===== config.mk =====
export PLATFORM = sky130hd
export DESIGN_NAME = datamem_arbiter
export DESIGN_NICKNAME = d
export VERILOG_FILES = /design/src/rtl/datamem_arbiter.sv
export SDC_FILE = /design/constraint.sdc
export NUM_CORES = 1
export LEC_CHECK = 0
export BUFFER_PORTS_ARGS = -buffer_cell sky130_fd_sc_hd__buf_2
export CAP_MARGIN = 30
export CORE_UTILIZATION = 30
export DETAILED_ROUTE_END_ITERATION = 10
export GPL_TIMING_DRIVEN = 0
export SKIP_LAST_GASP = 1
export SYNTH_ARGS = -nofsm -noshare
export SYNTH_HDL_FRONTEND = slang
export SYNTH_SLANG_ARGS = --single-unit

===== constraint.sdc =====
create_clock -name clk -period 1.81 [get_ports clk]
set_input_delay 0.543 -clock clk [delete_from_list [all_inputs] [get_ports clk]]
set_output_delay 0.543 -clock clk [all_outputs]
set_load 0.05 [all_outputs]

===== src/rtl/datamem_arbiter.sv =====
// Two-port arbiter/sequencer in front of the single-ported datamem block.
// Define DATAMEM_ARB_RR_EN for round-robin arbitration instead of fixed priority with starvation guard.
module datamem_arbiter #(
    parameter int AW       = 10,
    parameter int DW       = 32,
    parameter int MAX_WAIT = 4
) (
    input  logic          clk,
    input  logic          rst,
    input  logic          req0,
    input  logic          req1,
    input  logic          we0,
    input  logic          we1,
    input  logic [AW-1:0] addr0,
    input  logic [AW-1:0] addr1,
    input  logic [DW-1:0] wdata0,
    input  logic [DW-1:0] wdata1,
    output logic          gnt0,
    output logic          gnt1,
    output logic          rvalid0,
    output logic          rvalid1,
    output logic [DW-1:0] rdata0,
    output logic [DW-1:0] rdata1,
    output logic          mem_readMem,
    output logic          mem_writeMem,
    output logic [AW-1:0] mem_R_addr,
    output logic [AW-1:0] mem_W_addr,
    output logic [DW-1:0] mem_W_data,
    input  logic [DW-1:0] mem_R_data
);

    logic          pick1;
    logic          iss_valid_q, iss_valid_d;
    logic          iss_we_q, iss_we_d;
    logic          iss_port_q, iss_port_d;
    logic [AW-1:0] iss_addr_q, iss_addr_d;
    logic [DW-1:0] iss_wdata_q, iss_wdata_d;
    logic          rvalid0_q, rvalid0_d;
    logic          rvalid1_q, rvalid1_d;
    logic [DW-1:0] rdata0_q, rdata0_d;
    logic [DW-1:0] rdata1_q, rdata1_d;

`ifdef DATAMEM_ARB_RR_EN
    // last1_q remembers which port won most recently; ties go to the other one.
    logic last1_q, last1_d;

    always_comb begin
        pick1 = 1'b0;
        if (req1 && !req0) begin
            pick1 = 1'b1;
        end else if (req1 && req0) begin
            pick1 = !last1_q;
        end
        last1_d = last1_q;
        if (gnt1) begin
            last1_d = 1'b1;
        end else if (gnt0) begin
            last1_d = 1'b0;
        end
    end

    always_ff @(posedge clk) begin
        if (!rst) begin
            last1_q <= 1'b1;
        end else begin
            last1_q <= last1_d;
        end
    end
`else
    localparam int WW = $clog2(MAX_WAIT + 1);
    logic [WW-1:0] wait1_q, wait1_d;
    logic          force1;

    always_comb begin
        force1  = (wait1_q == WW'(MAX_WAIT));
        pick1   = req1 && (!req0 || force1);
        wait1_d = wait1_q;
        if (!req1 || gnt1) begin
            wait1_d = '0;
        end else if (!force1) begin
            wait1_d = wait1_q + WW'(1);
        end
    end

    always_ff @(posedge clk) begin
        if (!rst) begin
            wait1_q <= '0;
        end else begin
            wait1_q <= wait1_d;
        end
    end
`endif

    assign gnt0 = rst && req0 && !pick1;
    assign gnt1 = rst && pick1;

    // Address and write data hold their last values when nothing is issued.
    always_comb begin
        iss_valid_d = gnt0 || gnt1;
        iss_we_d    = iss_we_q;
        iss_port_d  = iss_port_q;
        iss_addr_d  = iss_addr_q;
        iss_wdata_d = iss_wdata_q;
        if (gnt1) begin
            iss_we_d    = we1;
            iss_port_d  = 1'b1;
            iss_addr_d  = addr1;
            iss_wdata_d = wdata1;
        end else if (gnt0) begin
            iss_we_d    = we0;
            iss_port_d  = 1'b0;
            iss_addr_d  = addr0;
            iss_wdata_d = wdata0;
        end
        rvalid0_d = iss_valid_q && !iss_we_q && !iss_port_q;
        rvalid1_d = iss_valid_q && !iss_we_q && iss_port_q;
        rdata0_d  = rvalid0_d ? mem_R_data : rdata0_q;
        rdata1_d  = rvalid1_d ? mem_R_data : rdata1_q;
    end

    always_ff @(posedge clk) begin
        if (!rst) begin
            iss_valid_q <= 1'b0;
            iss_we_q    <= 1'b0;
            iss_port_q  <= 1'b0;
            iss_addr_q  <= '0;
            iss_wdata_q <= '0;
            rvalid0_q   <= 1'b0;
            rvalid1_q   <= 1'b0;
            rdata0_q    <= '0;
            rdata1_q    <= '0;
        end else begin
            iss_valid_q <= iss_valid_d;
            iss_we_q    <= iss_we_d;
            iss_port_q  <= iss_port_d;
            iss_addr_q  <= iss_addr_d;
            iss_wdata_q <= iss_wdata_d;
            rvalid0_q   <= rvalid0_d;
            rvalid1_q   <= rvalid1_d;
            rdata0_q    <= rdata0_d;
            rdata1_q    <= rdata1_d;
        end
    end

    assign mem_readMem  = iss_valid_q && !iss_we_q;
    assign mem_writeMem = iss_valid_q && iss_we_q;
    assign mem_R_addr   = iss_addr_q;
    assign mem_W_addr   = iss_addr_q;
    assign mem_W_data   = iss_wdata_q;
    assign rvalid0      = rvalid0_q;
    assign rvalid1      = rvalid1_q;
    assign rdata0       = rdata0_q;
    assign rdata1       = rdata1_q;

endmodule


* Yosys cells after proc, flatten, opt, wreduce, memory -nomap -nowiden
Index checks and enable logic that the tools add are counted.
** Cells by class
- $mul :: 0
- Eq/ne operators :: 1
- Order comparisons :: 0
- Muxes and demuxes :: 8
- Div/mod/pow operators :: 0
- Reduce and logical (&&, ||, !) cells :: 18
- $add $sub $neg :: 1
- Shift operators :: 0
- Bitwise logic cells :: 1
** Operators with widths (count)
- $mux 32 :: 2
- $mux 10 :: 2
- $logic_and 1x1->1 :: 8
- $logic_not 1->1 :: 5
- $mux 1 :: 4
- $add 3x1->3 const B :: 1
- $eq 3x3->1 const B :: 1
- $logic_or 1x1->1 :: 3
- $reduce_bool 2->1 :: 1
- $reduce_or 2->1 :: 1
- $not 1->1 :: 1
** Word-level totals
- Memories kept :: 0
- Input bits :: 122
- Output and inout bits :: 122
- Flip-flop bits (word level) :: 114
- Latch bits :: 0
- Memory bits (writable) :: 0
- Memory bits (read-only) :: 0

* Depth between registers and ports, before layout
Gate-level depths: netlist of the first run.
- Word-level depth :: 7
- Depth in mapped cells :: 7
- Mapped depth without buffers :: 6

* Least setup slack after synthesis of the first run
No wires, ideal clock.
- Path kind :: in2out
- Start point :: input port rst
- End point :: output port gnt0
- Data required time :: 1.267 ns
- Setup slack :: -0.388 ns
- Arrival time :: 1.655 ns
- Stages :: 3
- Path buffers :: 1
- Cell sequence :: clkbuf_1 > nand2_1 > a31oi_1
** On the way
- Longest elaborated chain between the ends :: 2
** Ends and longest elaborated chain
- start: declaration :: line 9 : input logic rst,
- $logic_and 1x1->1 (2 in a row) :: line 94 : assign gnt0 = rst && req0 && !pick1;
- end: declaration :: line 18 : output logic gnt0,
No other way between the ends.

* Worst setup path in the final report of the first run
- Start point :: register wait1_q[0]
- End point :: output port gnt1
** On the way
- Longest elaborated chain between the ends :: 4
** Ends and longest elaborated chain
- start: declaration :: line 71 : logic [WW-1:0] wait1_q, wait1_d;
- start signal: assignment :: line 89 : wait1_q <= wait1_d;
- $eq 3x3->1 :: line 75 : force1 = (wait1_q == WW'(MAX_WAIT));
- $logic_or 1x1->1 :: line 76 : pick1 = req1 && (!req0 || force1);
- $logic_and 1x1->1 :: line 76
- $logic_and 1x1->1 :: line 95 : assign gnt1 = rst && pick1;
- end: declaration :: line 19 : output logic gnt1,
No other way between the ends.

==> metrics.md, run 1 <==
| Metric | Value |
|---|---|
| Outcome | complete, but fails checks |
| Failing checks | negative setup slack |
| Clk pwr share | 42.3% |
| Mapped Area | 4900 um^2 |
| Maxcap violations | 0 |
| Sw power | 2.37 mW |
| DR pass1 iterations | 4 |
| Inst Count DP | 1023 |
| RSZ-0062 raised after global routing | yes |
| Post-Synth XOR/XNOR Area | 0% |
| Element type at the critical path end | primary output |
| Worst Hold Class | input pin to flop |
| Average size of a mapped cell | 8.69 um^2 |
| Most frequent cells in the layout | buf_2, nand2_1, dfxtp_1 |
| Initial antenna violation count | 0 |
| Gr ovfl total | 0 |
| Layout cells sized above 1 | 44.3% |
| Main combinational cell family by area after synthesis | simple AND/OR/NAND/NOR gates |
| Final setup TNS | -290 ps |
| Setup crit start kind | flop |
| Worst-Margin Slew | 575 ps |
| Peak supply drop | 0.000609 V |
| First-pass GRT wire length | 23800 um |
| Final WS setup | -153 ps |
| Post-Synth Adder-Cell Area | 0.510% |
| Clock root cell | clkbuf_16 |
| Hold-fix buffers, CTS | 0 |
| Multi-input gate area | 2300 um^2 |
| Netlist cell types | 34 |
| Fillers | 1641 |
| Ys Warns | 0 |
| Diodes inserted | 0 |
| Max Root-Sink Buffers | 2 |
| Sequential Area | 2280 um^2 |
| Routed WL | 15300 um |
| Final ANT Viol Nets | 0 |
| Compound-gate portion of the synthesized area | 22.7% |
| Area of the die | 16900 um^2 |
| Routed len/inst | 14.4 um |
| Final hold vios | 0 |
| Worst Skew | 7.10 ps |
| Final period utilization | 108% |
| Crit path DAT | 1420 ps |
| Starting DRC count in detailed routing | 143 |
| Length in cells of the worst reg-to-reg path | 8 |
| Via density per instance | 4.58 |
| Pre-CTS setup slack | -470 ps |
| Max Transition Viols Final | 0 |
| # DRC | 0 |
| Hold slack | 369 ps |
| All-Layer GR Usage | 18.5% |
| Most common cell after layout, fill and taps aside | buf_2 |
| WP data required | 1270 ps |
| Worst-path clk slew | 60 ps |
| Die H | 130 um |
| Critical path class | flop to primary output |
| Hold Path Stages | 3 |
| Mux cell area share after synthesis | 0.204% |
| Post-synth net total | 688 |
| Final Setup Violations | 2 |
| Clock sink count | 114 |
| Clk_lat worst skew | 410 ps |
| Finished Layout Cells | 1062 |
| Initial Util | 30.7% |
| Site Rows | 46 |
| Int Pwr | 5.12 mW |
| PortBufs | 243 |
| Sw Share | 31.6% |
| Post-synthesis simple-gate area fraction | 22.8% |
| FF-to-FF setup slack | 120 ps |
| Vias post-DR | 4866 |
| F_max | 509 MHz |
| CP Max Fanout | 2 |
| Min-Delay Startpoint | addr1[4] |
| Syn Inst Count | 564 |
| Nets@finish | 957 |
| Post-DP HPWL | 11400 um |
| Synthesized flop and latch total | 114 |
| Min-Delay Endpoint | mem_R_addr[4] |
| Vias in the first global route | 4682 |
| CTS tree | yes |
| H-tree levels | 4 |
| Number of CTS-inserted buffers | 17 |
| Core area | 15900 um^2 |
| Largest net degree at the start of global routing | 17 |
| Rel. slew slack | 61.7% |
| Seq pwr share | 36.9% |
| Area growth syn-to-layout | 44.4% |
| Seq/Total Area, Yosys | 46.6% |
| Critical register-to-register path endpoint | mem_W_data[18] |
| Gpl congestion | 0.764 |
| Static Leak | 3.31 nW |
| Die Wd | 130 um |
| Power Density | 1060 nW/um^2 |
| Worst flop-to-flop path startpoint | wait1_q[0] |
| I/O pin cnt | 244 |
| Min cycle time layout | 1960 ps |
| Logic pwr share | 20.8% |
==> routing by layer <==
metal | track usage [%] | share of wire [%] | wire length, um | up-vias
met2 | 31.6 | 48 | 7310 | 181
met3 | 6.27 | 7.8 | 1190 | 16
li1 | - | - | - | 2448
met4 | 6.77 | 1.4 | 220 | 0
met5 | 0 | 0 | 0 | -
met1 | 21.5 | 43 | 6570 | 2221
==> logic make-up after synthesis <==
kind of cell,after synthesis
buffers and inverters,61
multiplexers,1
AO/OA/AOI/OAI,126
AND/OR/NAND/NOR,260
adder cells (fa/ha/maj),2
flip-flops,114
==> layout make-up <==
| class | instances | share of cell area (%) |
|---|---|---|
| multi-input cells | 389 | 32.4 |
| flip-flops and latches | 114 | 32.3 |
| repair buffers | 251 | 18.5 |
| clock buffers | 22 | 6.70 |
| plain buffers | 56 | 4.77 |
| well taps | 216 | 3.82 |
| clock inverters | 10 | 1.18 |
| inverters | 4 | 0.353 |
==> power groups by stage <==
stage               logic [mW]  registers [mW]  clock network (mW)
floorplan                0.550            3.34                   0
global placement          1.54            2.82                   0
detailed placement        1.54            2.81                   0
CTS                       1.56            2.77                3.24
global route              1.66            2.78                3.35
finish                    1.56            2.76                3.17
==> worst max path at each step <==
stage          endpoint        from  slack, ps
2_1_floorplan      gnt0         rst         30
3_3_place_gp       gnt0         rst       -460
3_5_place_dp       gnt0         rst       -470
4_1_cts            gnt1  wait1_q[1]       -190
5_1_grt            gnt1  wait1_q[0]       -200
6_report           gnt1  wait1_q[0]       -150
==> registers in the layout, summed over array words and instances, names as in the netlist <==
register     count
mem_W_data      32
rdata0          32
rdata1          32
mem_R_addr      10
wait1_q          3
iss_port_q       1
iss_valid_q      1
iss_we_q         1
rvalid0          1
rvalid1          1
==> worst max-delay path, stage by stage, from the launching register on <==
cell and delay [ps]:
dfxtp_2 330, inv_2 40, ha_4 150, a21bo_4 220
nand2_4 90, inv_8 40, buf_12 140
==> cell usage after synthesis (all sizes together) <==
cell    count  area (um^2)
nand3      58          290
and3b       1         8.76
mux2i       1         10.0
o211ai     29          363
nand2     161          612
or3b        1         8.76
nor2b       1         6.26
ha          2         25.0
a211oi     14          150
nand3b      1         7.51
a21boi     65          492
clkbuf     14         52.6
inv         4         17.5
buf        43          287
o21ai      16         91.3
dfxtp     114         2280
nor3       15         75.1
and2        4         25.0
nor2       15         56.3
a31oi       1         6.26
a21bo       1         10.0
nor3b       2         20.0
and3        1         6.26
==> what timing repair did <==
item | in CTS | in global routing
pin swaps | 3 | 1
resized for setup | 19 | 3
endpoints found under the setup margin | 3 | 3
buffers inserted | 7 | 1
hold endpoints to repair | 0 | 0
cloned | 0 | 0
==> stage by stage <==
step           power [mW]  area [um^2]  utilization (%)
5_1_grt              7.79         7080             44.4
3_3_place_gp         4.36         6400             40.2
4_1_cts              7.57         7060             44.3
6_report             7.49         7080             44.4
3_5_place_dp         4.36         6400             40.2
2_1_floorplan        3.90         4920                -
Power figures use the tool's default switching activity.
==> inputs of run 2 (changes only) <==
CORE_MARGIN = 3   (was default)
==> metrics.md, run 2 (same netlist as run 1, synthesis figures left out) <==
| Metric | Value |
|---|---|
| Outcome | complete, but fails checks |
| Failing checks | negative setup slack |
| Fin util | 44.1% (-0.27 points) |
| Clock sink count | 114 (unchanged) |
| Logic pwr share | 21.2% (+0.4 points) |
| Clock root cell | clkbuf_16 |
| Gr ovfl total | 0 (unchanged) |
| CTS tree | yes |
| Rel. slew slack | 60.1% (-1.6 points) |
| Setup crit start kind | flop |
| Max Root-Sink Buffers | 2 (unchanged) |
| Post-DP Area | 6400 um^2 (unchanged) |
| Seq pwr share | 37.8% (+0.9 points) |
| Clk pwr share | 41.1% (-1.2 points) |
| F_max | 508 MHz (-0.31%) |
| Pre-CTS setup slack | -456 ps (+14.5 ps) |
| Final Setup Violations | 2 (unchanged) |
| Final period utilization | 109% (+0.34 points) |
| Peak supply drop | 0.000614 V (+0.78%) |
| Site Rows | 46 (unchanged) |
| Maxcap violations | 0 (unchanged) |
| Post-DP HPWL | 11800 um (+4.1%) |
| Area growth syn-to-layout | 43.5% |
| Via density per instance | 4.59 (+0.28%) |
| Gpl congestion | 0.751 (-1.7%) |
| Power Density | 1040 nW/um^2 (-1.6%) |
| Worst setup endpoint | gnt1 |
| Starting DRC count in detailed routing | 146 (+2.1%) |
| Number of CTS-inserted buffers | 17 (unchanged) |
| Routed len/inst | 14.8 um (+3.0%) |
| Max Transition Viols Final | 0 (unchanged) |
| Sw Share | 31.2% (-0.45 points) |
| Fillers | 1636 (-0.30%) |
| Fin area | 7040 um^2 (-0.62%) |
| CP Max Fanout | 3 (+1) |
| Crit path DAT | 1430 ps (about the same) |
| Final WS setup | -159 ps (-6.08 ps) |
| Most common cell after layout, fill and taps aside | buf_2 |
| Hold Path Stages | 3 (unchanged) |
| Finished Layout Cells | 1059 (-0.28%) |
| Critical register-to-register path endpoint | mem_W_data[7] |
| Die Wd | 134 um (+3.1%) |
| Static Leak | 3.30 nW (-0.53%) |
| Final hold vios | 0 (unchanged) |
| Length in cells of the worst reg-to-reg path | 7 (-1) |
| FF-to-FF setup slack | 170 ps (+50 ps) |
| Die H | 134 um (+3.1%) |
| Critical path class | flop to primary output |
| Area of the die | 17900 um^2 (+6.3%) |
| # DRC | 0 (unchanged) |
| Int Pwr | 5.04 mW (-1.5%) |
| Core area | 15900 um^2 (unchanged) |
| Worst-Margin Slew | 598 ps (+23.3 ps) |
| Worst-path clk slew | 50 ps (about the same) |
| Total power | 7.33 mW (-2.2%) |
| RSZ-0062 raised after global routing | yes |
| H-tree levels | 4 (unchanged) |
| Nets@finish | 957 (unchanged) |
| Most frequent cells in the layout | buf_2, nand2_1, dfxtp_1 |
| Initial antenna violation count | 1 (+1) |
| Routed WL | 15700 um (+2.7%) |
| Element type at the critical path end | primary output |
| Vias in the first global route | 4755 (+1.6%) |
| All-Layer GR Usage | 17.2% (-1.3 points) |
| Final ANT Viol Nets | 0 (unchanged) |
| Initial Util | 30.7% (unchanged) |
| First-pass GRT wire length | 24700 um (+3.6%) |
| Inst Count DP | 1023 (unchanged) |
| Crit. Startpoint | wait1_q[0] |
| Vias post-DR | 4866 (unchanged) |
| Diodes inserted | 0 (unchanged) |
| Min cycle time layout | 1970 ps (+6.08 ps) |
| Worst flop-to-flop path startpoint | wait1_q[0] |
| PortBufs | 243 (unchanged) |
| I/O pin cnt | 244 (unchanged) |
| Worst Hold Class | input pin to flop |
| Clk_lat worst skew | 400 ps (about the same) |
| Worst Skew | 7.14 ps (+0.0415 ps) |
| Layout cells sized above 1 | 44.0% (-0.32 points) |
| Largest net degree at the start of global routing | 17 (unchanged) |
| WP data required | 1270 ps (about the same) |
| DR pass1 iterations | 4 (unchanged) |
| Sw power | 2.29 mW (-3.6%) |
run 2: metrics by stage:
step	hold slack, ps	TNS [ps]
5_1_grt	368	-403
2_1_floorplan	432	0
3_5_place_dp	443	-905
6_report	381	-315
4_1_cts	359	-435
3_3_place_gp	439	-916
run 2: worst min-delay path by stage:
stage	startpoint	end	slack, ps
5_1_grt	wdata1[28]	mem_W_data[28]	370
3_3_place_gp	rdata0[10]	rdata0[10]	440
4_1_cts	wdata1[1]	mem_W_data[1]	360
3_5_place_dp	rdata0[30]	rdata0[30]	440
2_1_floorplan	wait1_q[0]	wait1_q[0]	430
6_report	wdata1[5]	mem_W_data[5]	380
run 2: timing repair:
item,CTS,global route
endpoints found under the hold margin,0,0
gates resized for setup,19,0
hold buffers,0,0
pin swaps,3,3
gates cloned,0,0
endpoints found under the setup margin,3,2
buffers inserted,6,2
run 2: power groups by stage:
stage	clock network (mW)	logic (mW)	registers, mW
after floorplan	0	0.550	3.34
after global placement	0	1.54	2.81
after detailed placement	0	1.55	2.81
after CTS	3.09	1.57	2.77
after global routing	3.21	1.65	2.79
final	3.01	1.55	2.77
run 2: worst max-delay path: stages (launching register included):
cell and delay, ps:
dfxtp_2 340, inv_2 50, ha_4 160, a21bo_4 230, nand2_4 70, inv_4 50
buf_12 140
run 2: final cells by class:
class	instances	area, um^2	area share, %
Multi-Input combinational cell	389	2300	32.7
Sequential cell	114	2280	32.5
Timing Repair Buffer	251	1300	18.5
Clock buffer	25	505	7.18
Buffer	56	332	4.71
Tap cell	216	270	3.84
Clock inverter	4	26.3	0.373
Inverter	4	20.0	0.285
run 2: per-layer routing:
metal | wire length (um) | GRT usage [%]
met4 | 156 | 4.57
met1 | 6980 | 21.4
met5 | 20 | 0
met3 | 1350 | 6.90
met2 | 7190 | 27.9
==> inputs of run 3 (changes only) <==
CTS_BUF_LIST = sky130_fd_sc_hd__clkbuf_16   (was default)
==> metrics.md, run 3 (same netlist as run 1, synthesis figures left out) <==
| Metric | Value |
|---|---|
| PortBufs | 243 (unchanged) |
| GR Util met1 | 21.4% (-0.023 points) |
| Die H | 134 um (unchanged) |
| Crit-path cells | inv_2, ha_4, a21bo_4, nand2_4, inv_4, buf_12 |
| Total power | 7.09 mW (-3.2%) |
| Logic pwr share | 21.9% (+0.7 points) |
| I/O pin cnt | 244 (unchanged) |
| Seq pwr share | 39.0% (+1.2 points) |
| All-Layer GR Usage | 17.2% (about the same) |
| RSZ-0062 raised after global routing | yes |
| Routed len/inst | 14.8 um (+0.13%) |
| Min cycle time layout | 1970 ps (-2.73 ps) |
| Int Pwr | 4.81 mW (-4.6%) |
| Site Rows | 46 (unchanged) |
| Core area | 15900 um^2 (unchanged) |
| Most frequent cells in the layout | buf_2, nand2_1, dfxtp_1 |
| Via density per instance | 4.60 (about the same) |
| Vias post-DR | 4870 (+0.082%) |
| Final period utilization | 109% (-0.15 points) |
| Final ANT Viol Nets | 0 (unchanged) |
| Outcome | complete, but fails checks |
| Layout cells sized above 1 | 43.4% (-0.59 points) |
| Sw Share | 32.2% (+0.97 points) |
| Hold-fix buffers, CTS | 0 (unchanged) |
| Worst flop-to-flop path startpoint | wait1_q[0] |
| Worst Skew | 9.15 ps (+2.00 ps) |
| Pre-CTS setup slack | -456 ps (unchanged) |
| Maxcap violations | 0 (unchanged) |
| Power Density | 1020 nW/um^2 (-2.5%) |
| Gr ovfl total | 0 (unchanged) |
| Gpl congestion | 0.751 (unchanged) |
| Largest net degree at the start of global routing | 17 (unchanged) |
| Peak supply drop | 0.000615 V (about the same) |
| Initial Util | 30.7% (unchanged) |
| Element type at the critical path end | primary output |
| Worst-Margin Slew | 613 ps (+14.7 ps) |
| Max stage delay on crit path | 330 ps (about the same) |
| Failing checks | negative setup slack |
| Nets@finish | 957 (unchanged) |
| Sw power | 2.28 mW (-0.17%) |
| Levels on crit path | 6 (unchanged) |
| Initial antenna violation count | 1 (unchanged) |
| Finished Layout Cells | 1059 (unchanged) |
| Final hold vios | 0 (unchanged) |
| Area of the die | 17900 um^2 (unchanged) |
| Min-Delay Startpoint | wdata1[5] |
| Worst Hold Class | input pin to flop |
| Vias in the first global route | 4754 (-0.021%) |
| FF-to-FF setup slack | 170 ps (about the same) |
| Inst Count DP | 1023 (unchanged) |
| Post-DP Area | 6400 um^2 (unchanged) |
| Number of CTS-inserted buffers | 17 (unchanged) |
| Min-Delay Endpoint | mem_W_data[5] |
| Fillers | 1646 (+0.61%) |
| Worst-path clk slew | 50 ps (about the same) |
| Clk pwr share | 39.1% (-2.0 points) |
| Max Transition Viols Final | 0 (unchanged) |
| Die Wd | 134 um (unchanged) |
| CP bufs+invs | 3 (unchanged) |
| Setup crit start kind | flop |
| Max Root-Sink Buffers | 2 (unchanged) |
| F_max | 508 MHz (+0.14%) |
| Diodes inserted | 0 (unchanged) |
| Fin area | 6990 um^2 (-0.71%) |
| Critical register-to-register path endpoint | mem_W_data[7] |
| Rel. slew slack | 59.1% (-0.98 points) |
| Area growth syn-to-layout | 42.5% |
| Post-DP HPWL | 11800 um (unchanged) |
| Clk_lat worst skew | 400 ps (about the same) |
| CTS tree | yes |
| CP Max Fanout | 3 (unchanged) |
| Top delay family on crit path | flip-flops |
| Static Leak | 3.28 nW (-0.48%) |
| GRT Max-Usage Layer | met2 |
| Routed WL | 15700 um (+0.13%) |
| # DRC | 0 (unchanged) |
| Final WS setup | -157 ps (+2.73 ps) |
| Length in cells of the worst reg-to-reg path | 7 (unchanged) |
| CP max stage cell | dfxtp_2 |
| Crit path DAT | 1420 ps (about the same) |
| Most common cell after layout, fill and taps aside | buf_2 |
| WP data required | 1270 ps (about the same) |
| Met3 GRT Util | 6.90% (unchanged) |
| Hold Path Stages | 3 (unchanged) |
| Final Setup Violations | 2 (unchanged) |
| Starting DRC count in detailed routing | 147 (+0.68%) |
| Met2 Track Usage GR | 27.9% (unchanged) |
| Clock root cell | clkbuf_16 |
| Critical path class | flop to primary output |
| Clock sink count | 114 (unchanged) |
| DR pass1 iterations | 4 (unchanged) |
| First-pass GRT wire length | 24600 um (about the same) |
| H-tree levels | 4 (unchanged) |
-- run 3: layout make-up --
| cell class | count | area [um^2] | area share (%) |
|---|---|---|---|
| flip-flops and latches | 114 | 2280 | 32.7 |
| clock buffers | 17 | 425 | 6.09 |
| multi-input cells | 389 | 2300 | 32.9 |
| well taps | 216 | 270 | 3.87 |
| clock inverters | 12 | 56.3 | 0.806 |
| inverters | 4 | 20.0 | 0.287 |
| plain buffers | 56 | 332 | 4.75 |
| repair buffers | 251 | 1300 | 18.6 |
-- run 3: power by group through the flow --
stage	Clock, mW	Combinational [mW]	Sequential (mW)
2_1_floorplan	0	0.550	3.34
3_3_place_gp	0	1.54	2.81
3_5_place_dp	0	1.55	2.81
4_1_cts	2.85	1.57	2.77
5_1_grt	2.98	1.65	2.79
6_report	2.77	1.55	2.77
-- run 3: through the flow --
| stage | setup TNS [ps] | util (%) | hold WS (ps) |
|---|---|---|---|
| global placement | -916 | 40.2 | 439 |
| global route | -401 | 43.8 | 367 |
| floorplan | 0 | - | 432 |
| detailed placement | -905 | 40.2 | 443 |
| finish | -311 | 43.8 | 381 |
| CTS | -433 | 43.8 | 359 |
-- run 3: metal layers --
metal | wire (um) | vias to the layer above
li1 | - | 2459
met1 | 7040 | 2214
met2 | 7200 | 183
met3 | 1300 | 12
met4 | 159 | 2
met5 | 13 | -
-- run 3: repair_timing --
item	CTS	global route
endpoints found under the setup margin	3	2
resized for setup	19	0
pin swaps	3	3
buffers inserted	6	2
-- run 3: tightest hold or removal path, delay by kind of cell --
family | cells | cell delay [ps]
compound gates | 1 | 70
simple gates | 1 | 70
buf+inv | 1 | 80
-- run 3: worst max-delay path by stage --
| stage | startpoint | end | slack [ps] |
|---|---|---|---|
| after CTS | wait1_q[0] | gnt1 | -270 |
| final | wait1_q[0] | gnt1 | -160 |
| after detailed placement | rst | gnt0 | -460 |
| after floorplan | rst | gnt0 | 30 |
| after global routing | wait1_q[0] | gnt1 | -200 |
| after global placement | rst | gnt0 | -450 |
